**config.mk**
```make
export PLATFORM = sky130hd
export DESIGN_NAME = compare_nbit_seq
export DESIGN_NICKNAME = d
export VERILOG_FILES = /design/src/rtl/compare_nbit_seq_pkg.sv /design/src/rtl/compare_nbit_seq_digit.sv /design/src/rtl/compare_nbit_seq.sv
export SDC_FILE = /design/constraint.sdc
export NUM_CORES = 1
export LEC_CHECK = 0
export BUFFER_PORTS_ARGS = -buffer_cell sky130_fd_sc_hd__buf_4
export CAP_MARGIN = 20
export CORE_UTILIZATION = 49
export CTS_CLUSTER_SIZE = 14
export DETAILED_ROUTE_END_ITERATION = 6
export PLACE_DENSITY = 0.75
export SYNTH_ARGS = -nofsm -noshare
export SYNTH_HDL_FRONTEND = slang
export SYNTH_HIERARCHICAL = 1
export SYNTH_SLANG_ARGS = --single-unit
```
**constraint.sdc**
```tcl
create_clock -name clk -period 3.3 [get_ports clk]
set_clock_uncertainty 0.15 [all_clocks]
set_input_delay 0.165 -clock clk [delete_from_list [all_inputs] [get_ports clk]]
set_output_delay 0.165 -clock clk [all_outputs]
set_load 0.01 [all_outputs]
```
**src/rtl/compare_nbit_seq_pkg.sv**
```systemverilog
// Shared definitions for the digit-serial magnitude comparator:
// FSM state encoding and the one-hot {lt,gt,eq} result encoding.
package compare_pkg;

  typedef enum logic [1:0] {
    IDLE = 2'd0,
    RUN  = 2'd1,
    DONE = 2'd2
  } state_t;

  // Result vector layout is {lt, gt, eq}.
  typedef logic [2:0] res_t;

  localparam res_t RES_LT   = 3'b100;
  localparam res_t RES_GT   = 3'b010;
  localparam res_t RES_EQ   = 3'b001;
  localparam res_t RES_NONE = 3'b000;

endpackage : compare_pkg

```
**src/rtl/compare_nbit_seq_digit.sv**
```systemverilog
// compare_digit: combinational unsigned compare of one DIGIT-bit digit pair,
// producing a one-hot {lt,gt,eq} result.
module compare_digit
  import compare_pkg::*;
#(
  parameter int DIGIT = 4
) (
  input  logic [DIGIT-1:0] i_a,
  input  logic [DIGIT-1:0] i_b,
  output res_t             o_res
);

  // Exactly one result bit is high for any input pair.
  assign o_res = (i_a < i_b) ? RES_LT :
                 (i_a > i_b) ? RES_GT : RES_EQ;

endmodule : compare_digit

```
**src/rtl/compare_nbit_seq.sv**
```systemverilog
// compare_nbit_seq: digit-serial WIDTH-bit magnitude comparator, MSB digit
// first, signed or unsigned, with valid/ready handshakes on both sides.
// Optional build macro CMP_EARLY_EXIT_EN: when defined, RUN ends on the first
// differing digit instead of always scanning all NDIG digits. Results are
// identical in both builds; only latency differs.
module compare_nbit_seq
  import compare_pkg::*;
#(
  parameter int WIDTH = 16,
  parameter int DIGIT = 4
) (
  input  logic             clk,
  input  logic             rst_n,
  input  logic             in_valid,
  output logic             in_ready,
  input  logic [WIDTH-1:0] a,
  input  logic [WIDTH-1:0] b,
  input  logic             signed_mode,
  output logic             out_valid,
  input  logic             out_ready,
  output logic             lt,
  output logic             gt,
  output logic             eq
);

  localparam int NDIG = WIDTH / DIGIT;
  localparam int IDXW = (NDIG > 1) ? $clog2(NDIG) : 1;
  localparam logic [IDXW-1:0]  IDX_TOP  = IDXW'(NDIG - 1);
  // Flipping the sign bit maps two's-complement order onto unsigned order.
  localparam logic [WIDTH-1:0] MSB_MASK = WIDTH'(1) << (WIDTH - 1);

  state_t          r_state;
  logic [WIDTH-1:0] r_a;
  logic [WIDTH-1:0] r_b;
  logic [IDXW-1:0]  r_idx;
  logic             r_found;    // a differing digit has already been seen
  res_t             r_res;      // result of the first differing digit
  res_t             r_out_res;  // registered {lt,gt,eq}
  logic             r_out_valid;

  logic [DIGIT-1:0] w_dig_a;
  logic [DIGIT-1:0] w_dig_b;
  res_t             w_cmp_res;
  res_t             w_sel_res;
  logic             w_last;
  logic             w_leave_run;

  // Select digit r_idx of both captured operands for the shared comparator.
  always_comb begin
    // NOTE: defaults before the loop keep this block free of inferred latches.
    w_dig_a = '0;
    w_dig_b = '0;
    for (int i = 0; i < NDIG; i++) begin
      if (r_idx == IDXW'(i)) begin
        w_dig_a = r_a[i*DIGIT +: DIGIT];
        w_dig_b = r_b[i*DIGIT +: DIGIT];
      end
    end
  end

  compare_digit #(
    .DIGIT (DIGIT)
  ) u_digit (
    .i_a   (w_dig_a),
    .i_b   (w_dig_b),
    .o_res (w_cmp_res)
  );

  // The first non-equal digit decides; later digits cannot change the answer.
  assign w_sel_res = r_found ? r_res : w_cmp_res;
  assign w_last    = (r_idx == '0);

`ifdef CMP_EARLY_EXIT_EN
  assign w_leave_run = w_last || (w_cmp_res != RES_EQ);
`else
  assign w_leave_run = w_last;
`endif

  assign in_ready  = (r_state == IDLE);
  assign out_valid = r_out_valid;
  assign lt        = r_out_res[2];
  assign gt        = r_out_res[1];
  assign eq        = r_out_res[0];

  // Control FSM with registered result outputs.
  always_ff @(posedge clk or negedge rst_n) begin
    if (!rst_n) begin
      r_state     <= IDLE;
      r_a         <= '0;
      r_b         <= '0;
      r_idx       <= IDX_TOP;
      r_found     <= 1'b0;
      r_res       <= RES_EQ;
      r_out_res   <= RES_NONE;
      r_out_valid <= 1'b0;
    end else begin
      // NOTE: non-blocking assignments so every register samples pre-edge values.
      case (r_state)
        IDLE: begin
          if (in_valid) begin
            // signed_mode only matters here: after the sign-bit flip the
            // whole compare is unsigned, so it need not be kept.
            r_a     <= signed_mode ? (a ^ MSB_MASK) : a;
            r_b     <= signed_mode ? (b ^ MSB_MASK) : b;
            r_idx   <= IDX_TOP;
            r_found <= 1'b0;
            r_res   <= RES_EQ;
            r_state <= RUN;
          end
        end

        RUN: begin
          if (w_leave_run) begin
            r_out_res   <= w_sel_res;
            r_out_valid <= 1'b1;
            r_state     <= DONE;
          end else begin
            if (!r_found && (w_cmp_res != RES_EQ)) begin
              r_found <= 1'b1;
              r_res   <= w_cmp_res;
            end
            r_idx <= r_idx - 1'b1;
          end
        end

        DONE: begin
          if (out_ready) begin
            r_out_res   <= RES_NONE;
            r_out_valid <= 1'b0;
            r_state     <= IDLE;
          end
        end

        default: begin
          r_out_res   <= RES_NONE;
          r_out_valid <= 1'b0;
          r_state     <= IDLE;
        end
      endcase
    end
  end

endmodule : compare_nbit_seq
```
==> results of run 1 <==
==> final timing paths <==
path	slack [ns]	cells past startpoint	start	end
setup / recovery	0.17	13	r_idx[1]$_DFFE_PN1P_	r_found$_DFFE_PN0P_
hold / removal	0.01	3	b[15]	r_b[15]$_DFFE_PN0P_
hold reg to reg	0.34	1	r_out_res[0]$_DFFE_PN0P_	r_out_res[0]$_DFFE_PN0P_
setup reg to reg	0.17	13	r_idx[1]$_DFFE_PN1P_	r_found$_DFFE_PN0P_
max in group asynchronous	2.37	2	rst_n	r_b[3]$_DFFE_PN0P_
min in group asynchronous	0.24	2	rst_n	r_out_res[1]$_DFFE_PN0P_
==> metal layers <==
layer / routed length [um] / track usage, % / vias to the layer above / part of all wire [%]
met5: 0 / 0 / - / 0
met1: 2100 / 26.8 / 812 / 47
li1: - / - / 827 / -
met4: 33 / 5.44 / 0 / 0.73
met2: 2250 / 33.7 / 37 / 50
met3: 125 / 3.92 / 4 / 2.8
==> power by group <==
| group | internal, mW | switching [mW] |
|---|---|---|
| sequential | 0.825 | 0.210 |
| clock | 0.148 | 0.178 |
| combinational | 0.804 | 0.716 |
==> worst min-delay path: cells and delay by family <==
kind / cells / cell delay, ns
compound gates: 1 / 0.06
buf+inv: 1 / 0.08
xor+xnor: 1 / 0.10
==> sequential cells by signal, summed over array words and instances, names as in the netlist <==
name       flops
r_found        1
out_valid      1
r_res          3
r_state        2
r_out_res      3
r_b           16
r_a           16
r_idx          2
==> logic make-up after synthesis <==
family	Yosys count	synth area share (%)
and+or+nand+nor	40	10.2
muxes	34	17.0
xor gates and xnor gates	2	0.788
adders and majority gates	8	4.50
AOI/OAI and AO/OA	38	13.1
buffers and inverters	20	4.73
DFF	44	49.7
==> placed cells by master, fill, tap and decap left out, types with 7 or more instances in the layout <==
cell | Yosys | layout
o31ai_1 | 8 | 8
ha_1 | 8 | 7
mux2_2 | 28 | 28
dfrtp_1 | 41 | 41
buf_4 | 1 | 52
dlygate4sd3_1 | 0 | 33
inv_1 | 9 | 9
nor2_1 | 10 | 10
nand2_1 | 13 | 13
nor2b_1 | 9 | 9
==> layout make-up <==
| cell class | instances | area [um^2] |
|---|---|---|
| clock buffers | 6 | 72.6 |
| clock inverters | 2 | 12.5 |
| fillers | 331 | 1310 |
| inverters | 9 | 33.8 |
| multi-input cells | 122 | 1040 |
| flip-flops and latches | 44 | 1100 |
| well taps | 52 | 65.1 |
| repair buffers | 85 | 721 |
==> per-stage QoR <==
step | instance area (um^2) | instances | worst slack (ns) | util (%) | hold WS, ns
2_1_floorplan | 2220 | 186 | 0.153 | - | -0.281
5_1_grt | 3050 | 320 | 0.00261 | 70.0 | 0.0282
3_3_place_gp | 2570 | 274 | 0.192 | 59.0 | 0.0370
3_5_place_dp | 2570 | 274 | 0.0118 | 59.0 | 0.0418
6_report | 3050 | 320 | 0.170 | 70.0 | 0.00973
4_1_cts | 2990 | 315 | 0.0620 | 68.7 | 0.00665
==> timing repair <==
action / CTS / global route
gates resized for setup: 1 / 4
buffers inserted: 0 / 5
cloned: 0 / 0
pin swaps: 0 / 2
hold buffers: 33 / 0
endpoints found under the hold margin: 73 / 0
endpoints found under the setup margin: 1 / 2
==> impl_metrics.csv, run 1 <==
group,metric,value,unit
setup_path,end_kind,"register",
synthesis,synth_cells,186,
cells_and_area,drive_gt1_share,37.3,%
drt,vias,1680,
floorplan,die_y,69.3,um
synthesis,synth_top_area_cell,"dfrtp_1",
synthesis,yosysWarnings,6,
grt,grt.total_usage,20.2,%
floorplan,die_w,69.3,um
sta,period_share,94.8,%
synthesis,seq_area_frac_synth,49.7,%
floorplan,ios,42,
synthesis,synth_edf_count,0,
floorplan,rows,24,
synthesis,synth_top_area_share,46.2,%
clock_tree,cts.sink_count,44,
floorplan,core_area,0.00435,mm^2
synthesis,synth_commonest_cells,"41 x dfrtp_1, 28 x mux2_2, 13 x nand2_1",
synthesis,synth_flop_cell,"dfrtp_1",
grt,gr-total-overflow,0,
sta,setup_viol_count_final,0,
power,p_total,2.88,mW
floorplan,die_area,0.00481,mm^2
sta,max_slew.worst_pin.slew,0.549,ns
sta,fin_tns_setup,0,ns
clock_tree,cts_root_buf,"clkbuf_8",
drt,final_antenna_net_count,0,
floorplan,start_util,51.0,%
power,vdd_drop_max,0.528,mV
place,dpl.hpwl,2960,um
grt,grt_pass1_vias,1668,
drt,dr.first_iter.drc_count,87,
synthesis,ys_types,36,
grt,antenna_found_initial,0,
setup_path,critPathRequiredTime,3.34,ns
synthesis,ys_ff_latch,44,
drt,drt_pass1_iterations,4,
clock_tree,clk_path_buf_depth,2,
place,io_buffers,41,
setup_path,crit_top_cell,"inv_1",
setup_path,arrival,3.16,ns
cells_and_area,num-nets-final,312,
sta,period_minus_slack,3.13,ns
setup_path,path_cells,"inv_1 -> ha_1 -> nor2b_1 -> buf_4 -> a221oi_1 -> o31ai_1 -> inv_1 -> ha_1 -> nand2_1 -> a311oi_2 -> inv_1 -> or3_1 -> a22o_1",
synthesis,syn_area,0.00222,mm^2
grt,grt_max_degree,45,
clock_tree,cts_made_buffers,5,
drt,drc,0,
synthesis,yosysMostFrequentCell,"dfrtp_1",
drt,wire_per_inst,14.1,um
clock_tree,h-tree-depth,2,
drt,avgViaCountPerCell,5.25,
outcome,outcome,"finished, final reports clean",
drt,drt-total-wl,4510,um
sta,slew_violations,0,
setup_path,critical_path_class,"reg2reg",
synthesis,synthTopCellsByArea,"dfrtp_1 46%, mux2_2 14%, ha_1 4.5%",
synthesis,synth_nets,231,
setup_path,start_kind,"register",
sta,slew_headroom,63.4,%
synthesis,synthArstFlopShare,100,%
worst_hold_path,hp-class,"in2reg",
setup_path,slowest_stage,"dfstp_2",
synthesis,synth.avg_cell_area,11.9,um^2
clock_tree,worstSkewPairLatency,0.30,ns
grt,grt_pass1_wl,7600,um
cells_and_area,diodes,0,
sta,fmax,0.320,GHz
clock_tree,tritoncts,"built",
setup_path,crit_family,"compound AO/OA/AOI/OAI gates",
flow_run,max-cap-violations,0,
power,leakage,1.37,nW
place,gp_congestion,0.818,
setup_path,worstPathMaxFanout,8,
clock_tree,path_clk_slew,0.08,ns
cells_and_area,area_delta_synth_final,37.2,%
sta,rsz0062_at_grt,"no",
setup_path,slowest_delay,0.55,ns
power,power_density,945,mW/mm^2
sta,hold_viol,0,
setup_path,critPathBufInv,4,
Note: power is estimated with default switching activity, not from simulation.
==> run 2, diff against run 1 <==
--- a/config.mk
+++ b/config.mk
@@ -5,6 +5,7 @@
 export SDC_FILE = /design/constraint.sdc
 export NUM_CORES = 1
 export LEC_CHECK = 0
+export ABC_AREA = 1
 export BUFFER_PORTS_ARGS = -buffer_cell sky130_fd_sc_hd__buf_4
 export CAP_MARGIN = 20
 export CORE_UTILIZATION = 49
==> run 2 against run 1 <==
Against the previous run: setup slack gained 0.23 ns; sequential cell count stayed put; via count increased by 16%; sequential power is 6% lower; register-to-register slack improved by 0.23 ns; clock power increased by 37%; worst hold slack improved by 0.0044 ns; die area up 0.72%; largest power group unchanged; cell count increased by 28%; total power shrank 1.6%; global-route usage up 3.0 points; design area down 1.7%.
==> impl_metrics.csv, run 2 <==
group,metric,value,unit
outcome,outcome,"finished, final reports clean",
clock_tree,cts_root_buf,"clkbuf_8",
setup_path,rrSetupSlack,0.41,ns
power,leakage,1.63,nW
sta,setup_slack,0.405,ns
floorplan,die_w,69.6,um
sta,fmax,0.345,GHz
setup_path,critPathRequiredTime,3.33,ns
synthesis,synth_edf_count,0,
sta,hold_viol,0,
worst_hold_path,whs_path_depth,3,
worst_hold_path,worst_hold_path.endpoint,"r_b[15]$_DFFE_PN0P_",
place,io_buffers,41,
clock_tree,h-tree-depth,2,
drt,drt-total-wl,4990,um
clock_tree,path_clk_slew,0.08,ns
synthesis,ys_ff_latch,44,
grt,gr-total-overflow,0,
cells_and_area,area_delta_synth_final,33.9,%
setup_path,crit_top_cell,"nand2_1",
setup_path,slowest_stage,"dfstp_2",
setup_path,critical_path.startpoint,"r_idx[1]$_DFFE_PN1P_",
power,vdd_drop_max,0.410,mV
floorplan,ios,42,
cells_and_area,top_regs,"r_a x16, r_b x16",
setup_path,path_cells,"inv_1 -> ha_1 -> nor2_4 -> nand2_1 -> nand2_1 -> o211ai_1 -> nand2_1 -> inv_1 -> ha_1 -> nand2_1 -> inv_1 -> nand2_1 -> a21oi_1 -> inv_1 -> nand3_1 -> nand3_2 -> nand3_1 -> nand2_1",
sta,slew_headroom,63.6,%
place,dpl.hpwl,3230,um
clock_tree,clk_path_buf_depth,2,
drt,vias,1957,
synthesis,synth.avg_cell_area,7.88,um^2
floorplan,core_area,0.00438,mm^2
sta,fin_tns_setup,0,ns
sta,period_minus_slack,2.89,ns
cells_and_area,finalNonFillerCells,408,
sta,timing.hold.ws,0.0141,ns
synthesis,synthTopCellsByArea,"dfrtp_1 46%, nand2_1 26%, ha_1 4.5%",
cells_and_area,diodes,0,
floorplan,rows,24,
clock_tree,cts_made_buffers,5,
grt,grt_pass1_vias,2030,
setup_path,worstPathMaxFanout,9,
sta,period_share,87.7,%
floorplan,start_util,51.1,%
grt,grt_pass1_wl,8790,um
sta,max_slew.worst_pin.slew,0.546,ns
drt,drc,0,
synthesis,synth_top_area_cell,"dfrtp_1",
synthesis,synth_top_area_share,45.8,%
setup_path,rr_endpoint,"r_res[1]$_DFFE_PN0P_",
place,placed_area,0.00255,mm^2
grt,grt_max_degree,45,
clock_tree,worstSkewPairLatency,0.30,ns
synthesis,ys_types,22,
setup_path,slowest_delay,0.55,ns
setup_path,rr_startpoint,"r_idx[1]$_DFFE_PN1P_",
grt,antenna_found_initial,0,
cells_and_area,num-nets-final,400,
place,dpl.cell_count,368,
worst_hold_path,min-delay-start,"b[15]",
setup_path,start_kind,"register",
setup_path,end_kind,"register",
drt,final_antenna_net_count,0,
synthesis,synth_commonest_cells,"153 x nand2_1, 41 x dfrtp_1, 20 x inv_1",
floorplan,die_y,69.6,um
cells_and_area,drive_gt1_share,17.4,%
synthesis,seq_area_frac_synth,49.4,%
grt,grt.total_usage,23.1,%
sta,rsz0062_at_grt,"no",
setup_path,arrival,2.93,ns
setup_path,critical_path_class,"reg2reg",
synthesis,synth_cells,284,
flow_run,max-cap-violations,0,
drt,avgViaCountPerCell,4.80,
cells_and_area,fillers,373,
synthesis,yosysMostFrequentCell,"nand2_1",
worst_hold_path,hp-class,"in2reg",
power,power_density,945,mW/mm^2
place,dp_worst_setup_slack,0.458,ns
sta,slew_violations,0,
place,gp_congestion,0.807,
cells_and_area,final_common_cell,"nand2_1",
cells_and_area,final_cell_mix,"153 x nand2_1, 42 x buf_4, 41 x dfrtp_1, 32 x dlygate4sd3_1, 20 x inv_1",
synthesis,synthArstFlopShare,100,%
clock_tree,tritoncts,"built",
synthesis,synth_nets,329,
drt,dr.first_iter.drc_count,81,
sta,setup_viol_count_final,0,
synthesis,synth_flop_cell,"dfrtp_1",
synthesis,yosysWarnings,6,
clock_tree,cts_resized,0,
cells_and_area,stdcell_area,0.00300,mm^2
drt,drt_pass1_iterations,4,
setup_path,reg2regPathDepth,18,
clock_tree,cts.sink_count,44,
synthesis,syn_area,0.00224,mm^2
drt,wire_per_inst,12.2,um
floorplan,die_area,0.00484,mm^2
==> run 2: cell types whose count changed after synthesis, moves of 8 or more <==
| cell | before | now |
|---|---|---|
| a221oi_1 | 8 | 0 |
| nor2b_1 | 9 | 0 |
| mux2_2 | 28 | 0 |
| o211ai_1 | 0 | 10 |
| o31ai_1 | 8 | 0 |
| inv_1 | 9 | 20 |
| nand2_1 | 13 | 153 |
==> run 2: logic make-up (layout without fill, tap and decap cells) <==
kind of cell	Yosys count	in the layout	synth area share [%]
buf+inv	31	103	6.54
fa+ha+maj	8	8	4.47
flops	44	44	49.4
compound gates	27	27	7.32
xor+xnor	2	2	0.783
simple gates	172	172	31.5
==> run 2: what timing repair did <==
action / CTS / global route
hold buffers: 32 / 0
hold endpoints to repair: 72 / 0
buffers inserted: 0 / 0
==> run 2: metrics by stage <==
stage / utilization [%] / power (mW)
4_1_cts: 68.4 / 2.84
3_5_place_dp: 58.2 / 2.35
5_1_grt: 68.4 / 3.14
6_report: 68.4 / 2.83
2_1_floorplan: - / 2.02
3_3_place_gp: 58.2 / 2.30
==> run 2: worst max-delay path: cells and delay by family (launching register included) <==
kind                     cells  cell delay [ns]
AND/OR/NAND/NOR             10             0.97
adder cells (fa/ha/maj)      2             0.60
AO/OA/AOI/OAI                2             0.27
buffers and inverters        4             0.25
flip-flops                   1             0.55
==> run 2: report_power, final <==
| part | switching, mW | internal, mW |
|---|---|---|
| Clock | 0.179 | 0.267 |
| Sequential | 0.168 | 0.802 |
| Combinational | 0.881 | 0.536 |
| Total | 1.23 | 1.61 |
==> run 2: layout make-up <==
| cell class | count | area [um^2] | share of cell area (%) |
|---|---|---|---|
| Sequential cell | 44 | 1100 | 36.9 |
| Multi-Input combinational cell | 209 | 987 | 32.9 |
| Timing Repair Buffer | 74 | 636 | 21.2 |
| Clock buffer | 7 | 96.3 | 3.21 |
| Inverter | 21 | 78.8 | 2.63 |
| Tap cell | 52 | 65.1 | 2.17 |
| Clock inverter | 1 | 30.0 | 1.00 |
==> run 2: worst max-delay path by stage <==
stage                                end  slack, ns  cells after the start
floorplan           r_res[1]$_DFFE_PN0P_       0.71                     17
CTS                 r_res[1]$_DFFE_PN0P_       0.42                     18
finish              r_res[1]$_DFFE_PN0P_       0.41                     18
global placement    r_res[2]$_DFFE_PN0P_       0.57                     18
global route        r_res[1]$_DFFE_PN0P_       0.08                     16
detailed placement  r_res[1]$_DFFE_PN0P_       0.46                     18
==> run 2: layer usage <==
metal,vias to the layer above,global-route usage [%],routed length (um)
met5,-,0,0
met3,8,4.51,164
met1,884,27.6,2170
li1,1017,-,-
met2,48,42.0,2590
met4,0,6.58,59
